File: config.mk
export PLATFORM = sky130hd
export DESIGN_NAME = gray_counter
export DESIGN_NICKNAME = d
export VERILOG_FILES = /design/src/rtl/gray_counter.sv
export SDC_FILE = /design/constraint.sdc
export NUM_CORES = 1
export LEC_CHECK = 0
export ABC_AREA = 1
export BUFFER_PORTS_ARGS = -buffer_cell sky130_fd_sc_hd__buf_2
export CORE_MARGIN = 2
export CORE_UTILIZATION = 38
export DETAILED_ROUTE_END_ITERATION = 8
export PLACE_DENSITY_LB_ADDON = 0.12
export SYNTH_ARGS = -nofsm -noshare
export SYNTH_HDL_FRONTEND = slang
export SYNTH_SLANG_ARGS = --single-unit
File: constraint.sdc
create_clock -name clock -period 1.2 [get_ports clock]
set_input_delay 0.24 -clock clock [delete_from_list [all_inputs] [get_ports clock]]
set_output_delay 0.24 -clock clock [all_outputs]
set_load 0.05 [all_outputs]
File: src/rtl/gray_counter.sv
// gray_counter: free-running W-bit reflected-binary Gray code counter.
// A binary count B advances on every rising clock edge. The Gray code of
// the next count is registered alongside it, so the output comes straight
// from flops. This keeps it glitch-free and safe to sample from another
// clock domain.
module gray_counter #(
  parameter int W = 8
) (
  input  logic         reset,   // asynchronous, active-low
  input  logic         clock,
  output logic [W-1:0] out
);

  logic [W-1:0] b_q;
  logic [W-1:0] b_d;
  logic [W-1:0] g_q;
  logic [W-1:0] g_d;

  // Next binary count (wraps modulo 2^W) and its Gray encoding.
  always_comb begin
    b_d = b_q + W'(1);
    g_d = b_d ^ (b_d >> 1);
  end

  // Binary state and registered Gray output; reset clears both at once.
  always_ff @(posedge clock or negedge reset) begin
    if (!reset) begin
      b_q <= '0;
      g_q <= '0;
    end else begin
      b_q <= b_d;
      g_q <= g_d;
    end
  end

  assign out = g_q;

endmodule

==> metrics.csv, run 1 <==
stage;metric;value;unit
outcome;status;complete, but fails checks;
outcome;violated checks;negative setup slack;
synthesis;Seq/Total Area, Yosys;0.532;
place;Cell Area, Placed;790;um2
detailed_routing;wire per inst;10.2;um
power_and_ir_drop;leakage power;0.000453;uW
grt;vias in the first global route;450;
grt;initial antenna violation count;0;
hold_path;Hold/Removal Path Class;in -> async;
cells_and_area;Util after Layout;0.509;
setup_path;crit path cell chain;ha_4, nand2_4, nor2_4, nand2_2, nand2_1, nand2_2, nand2_1, nand2_1;
floorplanning;Site Rows;15;
cells_and_area;Layout Nets;104;
setup_path;most frequent CP cell;nand2_1;
timing;post-route minimum period;1.22;ns
setup_path;worst setup path class;reg -> reg;
setup_path;crit start category;flop;
place;Port Buf Inserts;9;
timing;Max Clk Rate;821;MHz
setup_path;family with the most delay on the worst path;simple AND/OR/NAND/NOR gates;
clock_network;root buffer cell;clkbuf_4;
synthesis;synthesis-stage register bit count;15;
clock_network;Num CTS Buffers;3;
detailed_routing;Vias;538;
clock_network;clk sinks;15;
timing;RSZ-0062 raised after global routing;yes;
detailed_routing;Total Wirelength;1.27;mm
timing;measured slew at the worst slew-check pin;0.339;ns
floorplanning;Initial Util;0.404;
timing;Setup WS post-layout;-0.0180;ns
detailed_routing;DR pass1 iterations;3;
clock_network;Setup Fix Bufs, Post-CTS;0;
clock_network;clock edge transition at the registers on the reported setup and hold paths;0.09;ns
place;post-DP HPWL;867;um
cells_and_area;design area;888;um2
timing;Period Utilization, post-route;1.01;
grt;first-pass GRT wire length;1.82;mm
setup_path;Crit. Startpoint;b_q[1];
timing;Slew Viols, Final;0;
timing;final setup fails;2;
place;Placer Congestion;0.772;
detailed_routing;post-DR vias/cell;4.30;
setup_path;critical path's slowest cell;dfrtp_1;
clock_network;H-tree depth;1;
flow_run;max_cap viols;0;
setup_path;crit-path max cell delay;0.42;ns
cells_and_area;Ant. Diodes;0;
grt;GRT Total Usage;0.125;
setup_path;worst reg2reg setup slack;-0.02;ns
detailed_routing;DR iter-0 viols;4;
power_and_ir_drop;PwrDens;902;nW/um2
cells_and_area;layout cell share with drive strength beyond 1;0.380;
floorplanning;core box area;1750;um2
cells_and_area;Area Overhead vs Synth;25.9;%
setup_path;Reg-to-Reg Start;b_q[1];
synthesis;Mapped Cells;85;
grt;largest net degree at the start of global routing;16;
clock_network;worst skew pair latency;0.28;ns
detailed_routing;Post-DRT Antenna Nets;0;
setup_path;CP Capture Type;flop;
synthesis;Syn Area/Cell;8.30;um2
floorplanning;Die Wd;47.1;um
timing;setup_tns;-0.0306;ns
cells_and_area;non-filler cells, final;125;
floorplanning;I/O Pins;10;
detailed_routing;Residual DRC;0;
timing;clk_skew;0.00144;ns
setup_path;CP Data Arrival Time;1.40;ns
timing;Slew headroom;0.774;
cells_and_area;most common cell after layout, fill and taps aside;nand2_1;
setup_path;Buffers & Inverters on Critical Path;0;
floorplanning;Die Span Y;47.1;um
power_and_ir_drop;Peak VDD IR;651;uV
cells_and_area;Fillers;172;
synthesis;Net Count, Synth;88;
clock_network;CTS tree;yes;
setup_path;crit path max fanout;3;
setup_path;Crit path required time;1.38;ns
cells_and_area;commonest non-fill, non-tap cells in the layout;29 x nand2_1, 14 x dfrtp_1, 12 x nand2_2;
synthesis;Ys Warns;0;
synthesis;Cell Area, Synth;706;um2
grt;grt ovf;0;
place;Cells after DPL;120;
clock_network;CTS Buffer Depth;2;
timing;Final Hold Fails;0;
floorplanning;die area;2220;um2
synthesis;Unique masters post-synth;14;
place;pre-CTS WS;0.0173;ns
[stage by stage]
stage | hold slack (ns) | total power (uW)
2_1_floorplan | -0.0556 | 515
3_3_place_gp | 0.161 | 526
4_1_cts | 0.396 | 809
3_5_place_dp | 0.163 | 527
5_1_grt | 0.413 | 843
6_report | 0.390 | 801
[layout make-up]
cell class / count / area (um2) / share of cell area
Tap cell: 25 / 31.3 / 0.0352
Clock buffer: 4 / 26.3 / 0.0296
Inverter: 11 / 41.3 / 0.0465
Timing Repair Buffer: 12 / 76.3 / 0.0859
Multi-Input combinational cell: 58 / 337 / 0.379
Sequential cell: 15 / 377 / 0.424
[synthesized netlist by cell type]
library cell / count / share of area
xor2_1: 3 / 0.037
ha_1: 1 / 0.018
nand2_1: 38 / 0.20
nor2_1: 3 / 0.016
nand3_1: 3 / 0.021
dfrtp_1: 15 / 0.53
nand3_2: 1 / 0.014
nor2_2: 3 / 0.027
inv_1: 10 / 0.053
nor2_4: 1 / 0.016
inv_2: 1 / 0.0053
nand2_2: 4 / 0.035
xnor2_1: 1 / 0.012
buf_4: 1 / 0.011
[metal layers]
metal | track usage | routed length, um
met1 | 0.169 | 597
met2 | 0.164 | 613
met3 | 0.0462 | 49
met4 | 0.0833 | 12
met5 | 0 | 0
[sequential cells by signal, summed over array words and instances (netlist names)]
| register | count |
|---|---|
| b_q | 8 |
| out | 7 |
[report_power, final]
group          total (uW)  switching (uW)  internal [uW]
combinational        13.1            9.84           3.30
clock                 283             154            129
sequential            505               0            505
[final timing paths]
kind / end / cells after the start
min reg2reg: b_q[7] / 2
min in group clock: b_q[7] / 2
min: b_q[7] / 2
max reg2reg: out[6] / 8
max in group asynchronous: b_q[2] / 2
max: out[6] / 8
[what timing repair did]
item | 4_1_cts | 5_1_grt
pin swaps | 0 | 9
endpoints found under the hold margin | 15 | 0
gates resized for setup | 1 | 19
hold buffers | 1 | 0
setup endpoints to repair | 1 | 7
gates cloned | 0 | 0
[worst reg2reg max path, cell delays in order (launching register included)]
cell and delay (ns):
dfrtp_1 0.42, ha_4 0.19, nand2_4 0.06, nor2_4 0.13, nand2_2 0.07, nand2_1 0.08
nand2_2 0.06, nand2_1 0.06, nand2_1 0.05
[logic make-up after synthesis]
logic type	Yosys count	synth area share
flip-flops	15	0.532
adder cells (fa/ha/maj)	1	0.0177
buffers and inverters	12	0.0692
XOR/XNOR	4	0.0497
AND/OR/NAND/NOR	53	0.332
Note: power is estimated with default switching activity, not from simulation.
==> run 2: changes to the inputs <==
--- a/config.mk
+++ b/config.mk
@@ -5,7 +5,7 @@
 export SDC_FILE = /design/constraint.sdc
 export NUM_CORES = 1
 export LEC_CHECK = 0
-export ABC_AREA = 1
+export ABC_AREA = 0
 export BUFFER_PORTS_ARGS = -buffer_cell sky130_fd_sc_hd__buf_2
 export CORE_MARGIN = 2
 export CORE_UTILIZATION = 38
==> run 2 against run 1 <==
Effect of this change: the flow still finishes with violations (negative setup slack); total power is 0.15% lower; core utilization is 5.2 points higher; maximum frequency is 1.4% lower; critical path type unchanged; critical endpoint is now out[4]; via count is 34% lower; clock skew is 0.00082 ns higher; first-iteration DRC count is 100% lower; register-to-register slack worse by 0.02 ns; die area is 16% lower; global-route usage is 0.41 points higher; non-clock buffer count is 6 higher.
==> metrics.csv, run 2 <==
stage;metric;value;unit;change
outcome;status;complete, but fails checks;;
outcome;violated checks;negative setup slack;;
floorplanning;die area;1860;um2;-16%
timing;measured slew at the worst slew-check pin;0.324;ns;-0.0150 ns
synthesis;Unique masters post-synth;13;;-1
synthesis;Post-synth top cells;15 x dfrtp_1, 7 x xor2_1, 5 x inv_1, 5 x xnor2_1;;
timing;RSZ-0062 raised after global routing;yes;;
grt;first-pass GRT wire length;1.66;mm;-8.7%
power_and_ir_drop;Gate power share;0.016;;about the same
synthesis;count leader, synth;dfrtp_1;;
power_and_ir_drop;Cell Int Power;637;uW;about the same
cells_and_area;Top reg by flops;b_q;;
setup_path;CP Data Arrival Time;1.41;ns;about the same
detailed_routing;DR pass1 iterations;1;;-2
cells_and_area;most common cell after layout, fill and taps aside;dfrtp_1;;
setup_path;Reg2Reg Depth;6;;-2
cells_and_area;design area;826;um2;-7.0%
synthesis;Ys Warns;0;;unchanged
detailed_routing;DR iter-0 viols;0;;-4
cells_and_area;sequential cell area;378;um2;+0.33%
power_and_ir_drop;Peak VDD IR;483;uV;-26%
cells_and_area;max reg flops;8;;unchanged
power_and_ir_drop;leakage power;0.000392;uW;-13%
setup_path;family with the most delay on the worst path;flip-flops;;
grt;grt ovf;0;;unchanged
synthesis;Main synth FF type;dfrtp_1;;
clock_network;H-tree depth;1;;unchanged
setup_path;crit start category;flop;;
power_and_ir_drop;clock power share;0.353;;about the same
hold_path;Hold/Removal Path Class;in -> async;;
floorplanning;I/O Pins;10;;unchanged
detailed_routing;Residual DRC;0;;unchanged
synthesis;synthesis-stage register bit count;15;;unchanged
synthesis;Net Count, Synth;46;;-48%
floorplanning;Die Wd;43.2;um;-8.3%
grt;largest net degree at the start of global routing;16;;unchanged
floorplanning;Die Span Y;43.2;um;-8.3%
clock_network;Num CTS Buffers;3;;unchanged
setup_path;RR Endpoint;out[4];;
flow_run;max_cap viols;0;;unchanged
floorplanning;Site Rows;14;;-1
timing;Period Utilization, post-route;1.03;;+0.0148
floorplanning;core box area;1470;um2;-16%
cells_and_area;Util after Layout;0.561;;+0.0523
cells_and_area;Layout Nets;68;;-35%
timing;Setup WS post-layout;-0.0358;ns;-0.0178 ns
clock_network;clock edge transition at the registers on the reported setup and hold paths;0.09;ns;about the same
timing;Slew Viols, Final;0;;unchanged
cells_and_area;layout cell share with drive strength beyond 1;0.531;;+0.151
timing;clk_skew;0.00226;ns;+0.000819 ns
timing;WHS;0.379;ns;-0.0110 ns
timing;Slew headroom;0.784;;+0.0100
detailed_routing;Total Wirelength;980;um;-23%
cells_and_area;area of the multi-input gates;262;um2;-22%
clock_network;root buffer cell;clkbuf_4;;
setup_path;worst setup path class;reg -> reg;;
synthesis;top-area cell type share of the netlist area;0.644;;+0.112
grt;initial antenna violation count;0;;unchanged
timing;final setup fails;3;;+1
setup_path;critical path's slowest cell;dfrtp_1;;
setup_path;crit-path max cell delay;0.39;ns;-0.03 ns
cells_and_area;Fillers;124;;-28%
clock_network;CTS tree;yes;;
cells_and_area;commonest non-fill, non-tap cells in the layout;13 x dfrtp_1, 8 x buf_2, 8 x buf_4;;
synthesis;Syn Area/Cell;13.6;um2;+63%
detailed_routing;wire per inst;12.3;um;+20%
synthesis;Seq/Total Area, Yosys;0.644;;+0.112
grt;vias in the first global route;370;;-18%
setup_path;worst reg2reg setup slack;-0.04;ns;-0.02 ns
synthesis;largest area contributor in the netlist;dfrtp_1;;
synthesis;Synth area leaders;dfrtp_1 64%, xor2_1 11%, xnor2_1 7.5%, inv_1 3.2%, xor2_2 2.8%;;
place;post-DP HPWL;614;um;-29%
synthesis;Mapped Cells;43;;-49%
setup_path;crit path cell chain;buf_6, ha_4, nand3_4, xor2_4, inv_2, xnor2_1;;
synthesis;Cell Area, Synth;583;um2;-17%
detailed_routing;Vias;353;;-34%
detailed_routing;post-DR vias/cell;4.41;;+2.5%
clock_network;worst skew pair latency;0.28;ns;about the same
floorplanning;Initial Util;0.396;;-0.00804
place;Port Buf Inserts;9;;unchanged
setup_path;CP Capture Type;flop;;
timing;Max Clk Rate;809;MHz;-1.4%
detailed_routing;Post-DRT Antenna Nets;0;;unchanged
power_and_ir_drop;P_sw;163;uW;-0.66%
power_and_ir_drop;sequential fraction of design power;0.631;;about the same
grt;GRT Total Usage;0.129;;+0.00407
timing;Final Hold Fails;0;;unchanged
place;Cell Area, Placed;693;um2;-12%
power_and_ir_drop;sw frac;0.204;;-0.00104
synthesis;Post-synth EDFFs;0;;unchanged
setup_path;Buffers & Inverters on Critical Path;2;;+2
setup_path;Crit path required time;1.37;ns;about the same
setup_path;Reg-to-Reg Start;b_q[1];;
place;Placer Congestion;0.748;;-3.2%
power_and_ir_drop;PwrDens;969;nW/um2;+7.4%
setup_path;crit path max fanout;3;;unchanged
cells_and_area;Ant. Diodes;0;;unchanged
synthesis;Async S/R FF share, synth;1.00;;unchanged
timing;post-route minimum period;1.24;ns;+0.0178 ns
cells_and_area;Area Overhead vs Synth;41.6;%;
clock_network;clk sinks;15;;unchanged
clock_network;CTS Buffer Depth;2;;unchanged
run 2: changes by cell type in the layout (fill, tap and decap cells not counted), sizes merged:
cell	change
xnor2	+4
inv	-6
nand3	-1
buf	+6
and3	+1
nand2	-40
nor2	-6
xor2	+5
nor3	+1
run 2: what timing repair did:
action                     CTS  global route
setup endpoints to repair    7             9
hold endpoints to repair    15             0
pin swaps                    7             0
hold buffers                 1             0
resized for setup            9             6
setup buffers                2             0
run 2: power by group through the flow:
stage	clock network [uW]	logic, uW	registers [uW]
3_3_place_gp	0	10.4	515
5_1_grt	325	15.2	505
3_5_place_dp	0	11.2	515
4_1_cts	293	13.7	505
6_report	283	12.6	505
2_1_floorplan	0	0.0000968	515
run 2: cells by family after synthesis:
kind of cell	count (synthesis)	synth area share
XOR/XNOR	13	0.208
adder cells (fa/ha/maj)	1	0.0215
buffers and inverters	6	0.0451
flip-flops	15	0.644
AND/OR/NAND/NOR	8	0.0816
run 2: worst max-delay path by stage:
stage / start / to / slack [ns] / cells after the start
2_1_floorplan: b_q[0] / out[4] / -0.02 / 5
4_1_cts: b_q[1] / out[4] / -0.05 / 6
5_1_grt: b_q[1] / out[4] / -0.12 / 6
6_report: b_q[1] / out[4] / -0.04 / 6
3_5_place_dp: b_q[0] / out[4] / -0.06 / 5
3_3_place_gp: b_q[0] / out[4] / -0.06 / 5
run 2: routing by layer:
metal	vias to the layer above	track usage	wire length (um)
li1	170	-	-
met1	176	0.155	384
met2	7	0.203	553
met3	0	0.0511	42
met4	0	0.0545	0
met5	-	0	0
run 2: per-stage QoR:
stage	TNS, ns	cells	total power (uW)	setup WS, ns
floorplan	-0.0202	43	515	-0.0202
global placement	-0.0924	73	525	-0.0558
detailed placement	-0.155	73	526	-0.0622
CTS	-0.127	80	812	-0.0526
global route	-0.555	80	845	-0.116
finish	-0.0540	80	800	-0.0358
run 2: layout make-up:
class	count	area share
repair buffers	18	0.147
flip-flops and latches	15	0.458
inverters	5	0.0227
clock buffers	4	0.0318
well taps	16	0.0242
multi-input cells	22	0.317
==> run 3: changes to the inputs <==
--- a/config.mk
+++ b/config.mk
@@ -7,7 +7,6 @@
 export LEC_CHECK = 0
 export ABC_AREA = 0
 export BUFFER_PORTS_ARGS = -buffer_cell sky130_fd_sc_hd__buf_2
-export CORE_MARGIN = 2
 export CORE_UTILIZATION = 38
 export DETAILED_ROUTE_END_ITERATION = 8
 export PLACE_DENSITY_LB_ADDON = 0.12
==> run 3 against run 2 <==
Effect of this change: combinational power barely moved; critical endpoint is now out[5]; clock power barely moved; hold slack barely moved; the run still ends with negative setup slack left; clock skew barely moved; largest power group unchanged; worst setup slack improved by 0.023 ns; critical path depth fell by 1; die area fell by 9.1%; sequential cell count did not move; core utilization rose by 5.7 points; critical path type unchanged; non-clock buffer count fell by 2; total power barely moved.
==> metrics.csv, run 3 (same netlist as run 2, synthesis figures left out) <==
stage;metric;value;unit;change
outcome;status;complete, but fails checks;;
outcome;violated checks;negative setup slack;;
clock_network;root buffer cell;clkbuf_4;;
place;Port Buf Inserts;9;;unchanged
power_and_ir_drop;Peak VDD IR;473;uV;-2.0%
grt;initial antenna violation count;0;;unchanged
floorplanning;I/O Pins;10;;unchanged
floorplanning;Die Wd;41.2;um;-4.6%
timing;clk_skew;0.00186;ns;-0.000398 ns
cells_and_area;Top reg by flops;b_q;;
cells_and_area;Area Overhead vs Synth;44.8;%;
detailed_routing;Post-DRT Antenna Nets;0;;unchanged
clock_network;H-tree depth;1;;unchanged
setup_path;crit path max fanout;3;;unchanged
power_and_ir_drop;PwrDens;947;nW/um2;-2.3%
timing;Max Clk Rate;825;MHz;+1.9%
grt;global routing met2 resource utilization;0.234;;+0.0314
clock_network;CTS tree;yes;;
place;Cell Area, Placed;684;um2;-1.3%
clock_network;CTS Buffer Depth;2;;unchanged
floorplanning;core box area;1370;um2;-7.1%
floorplanning;Site Rows;13;;-1
cells_and_area;design area;845;um2;+2.3%
power_and_ir_drop;sequential fraction of design power;0.631;;about the same
power_and_ir_drop;P_sw;163;uW;-0.31%
clock_network;clk sinks;15;;unchanged
setup_path;CP Capture Type;flop;;
timing;Period Utilization, post-route;1.01;;-0.0196
cells_and_area;Layout Nets;66;;-2.9%
setup_path;crit start category;flop;;
timing;Final Hold Fails;0;;unchanged
cells_and_area;Ant. Diodes;0;;unchanged
timing;Slew headroom;0.785;;about the same
detailed_routing;DR pass1 iterations;1;;unchanged
detailed_routing;DR iter-0 viols;0;;unchanged
grt;grt ovf;0;;unchanged
cells_and_area;commonest non-fill, non-tap cells in the layout;11 x dfrtp_1, 8 x buf_2, 7 x buf_4;;
place;post-DP HPWL;655;um;+6.7%
timing;Setup WS post-layout;-0.0123;ns;+0.0235 ns
clock_network;clock edge transition at the registers on the reported setup and hold paths;0.09;ns;about the same
grt;first-pass GRT wire length;1.54;mm;-7.5%
timing;setup_tns;-0.0212;ns;+0.0328 ns
cells_and_area;Fillers;103;;-17%
floorplanning;Die Span Y;41.2;um;-4.6%
setup_path;worst setup path class;reg -> reg;;
power_and_ir_drop;Gate power share;0.016;;about the same
power_and_ir_drop;leakage power;0.000393;uW;+0.26%
grt;met1 GRT Util;0.188;;+0.0326
clock_network;worst skew pair latency;0.28;ns;about the same
detailed_routing;Total Wirelength;1.02;mm;+4.0%
cells_and_area;Util after Layout;0.618;;+0.0569
grt;most crowded layer after global routing;met2;;
detailed_routing;Vias;347;;-1.7%
power_and_ir_drop;clock power share;0.353;;about the same
grt;GRT met3 Usage;0.0489;;-0.00215
cells_and_area;area of the multi-input gates;298;um2;+14%
detailed_routing;Residual DRC;0;;unchanged
flow_run;max_cap viols;0;;unchanged
power_and_ir_drop;sw frac;0.203;;-0.000499
place;Placer Congestion;0.761;;+1.8%
timing;RSZ-0062 raised after global routing;yes;;
timing;final setup fails;2;;-1
floorplanning;die area;1690;um2;-9.1%
grt;vias in the first global route;348;;-5.9%
cells_and_area;sequential cell area;380;um2;+0.66%
cells_and_area;most common cell after layout, fill and taps aside;dfrtp_1;;
timing;post-route minimum period;1.21;ns;-0.0235 ns
timing;Slew Viols, Final;0;;unchanged
cells_and_area;layout cell share with drive strength beyond 1;0.597;;+0.0655
setup_path;Crit path required time;1.36;ns;about the same
cells_and_area;max reg flops;8;;unchanged
timing;measured slew at the worst slew-check pin;0.323;ns;-0.000620 ns
setup_path;CP Data Arrival Time;1.37;ns;-0.04 ns
grt;GRT Total Usage;0.151;;+0.0222
clock_network;Num CTS Buffers;3;;unchanged
detailed_routing;post-DR vias/cell;4.51;;+2.1%
place;pre-CTS WS;-0.0742;ns;-0.0120 ns
hold_path;Hold/Removal Path Class;in -> async;;
floorplanning;Initial Util;0.427;;+0.0305
detailed_routing;wire per inst;13.2;um;+8.0%
grt;largest net degree at the start of global routing;16;;unchanged
power_and_ir_drop;Cell Int Power;637;uW;about the same
## run 3: layout make-up
class                   count  share of cell area
multi-input cells          22               0.353
well taps                  15              0.0222
flip-flops and latches     15               0.450
repair buffers             16               0.121
inverters                   5              0.0222
clock buffers               4              0.0311
## run 3: final timing paths
check / endpoint / depth (start not counted) / slack, ns / start
min in group clock: b_q[7] / 1 / 0.54 / b_q[7]
setup / recovery: out[5] / 5 / -0.01 / b_q[4]
hold / removal: b_q[7] / 2 / 0.38 / reset
hold reg to reg: b_q[7] / 1 / 0.54 / b_q[7]
setup reg to reg: out[5] / 5 / -0.01 / b_q[4]
max in group asynchronous: b_q[0] / 2 / 0.56 / reset
## run 3: per-layer routing
layer	up-vias	routed length, um
met5	-	0
met4	0	0
met3	0	42
met2	8	576
met1	175	400
li1	164	-
## run 3: through the flow
step,total power [uW],cells,hold slack [ns]
floorplan,515,43,-0.0556
global placement,525,71,0.147
detailed placement,526,71,0.157
CTS,805,77,0.391
global route,843,77,0.414
finish,800,77,0.379
## run 3: power by group through the flow
stage                     Sequential [uW]  Combinational [uW]  Clock [uW]
after CTS                             505                13.6         286
after global routing                  505                15.6         322
after global placement                515                10.5           0
after floorplan                       515           0.0000968           0
after detailed placement              515                11.1           0
final                                 505                12.6         282
## run 3: what timing repair did
action / in CTS / in global routing
hold buffers: 1 / 0
cloned: 0 / 0
setup buffers: 1 / 0
pin swaps: 3 / 9
gates resized for setup: 10 / 12
setup endpoints to repair: 7 / 7
endpoints found under the hold margin: 15 / 0
## run 3: worst max-delay path, cell delays in order (launching register included)
cell,delay (ns)
dfrtp_2,0.46
nand2_2,0.14
nor2_4,0.06
xnor2_2,0.13
buf_4,0.15
xor2_1,0.15
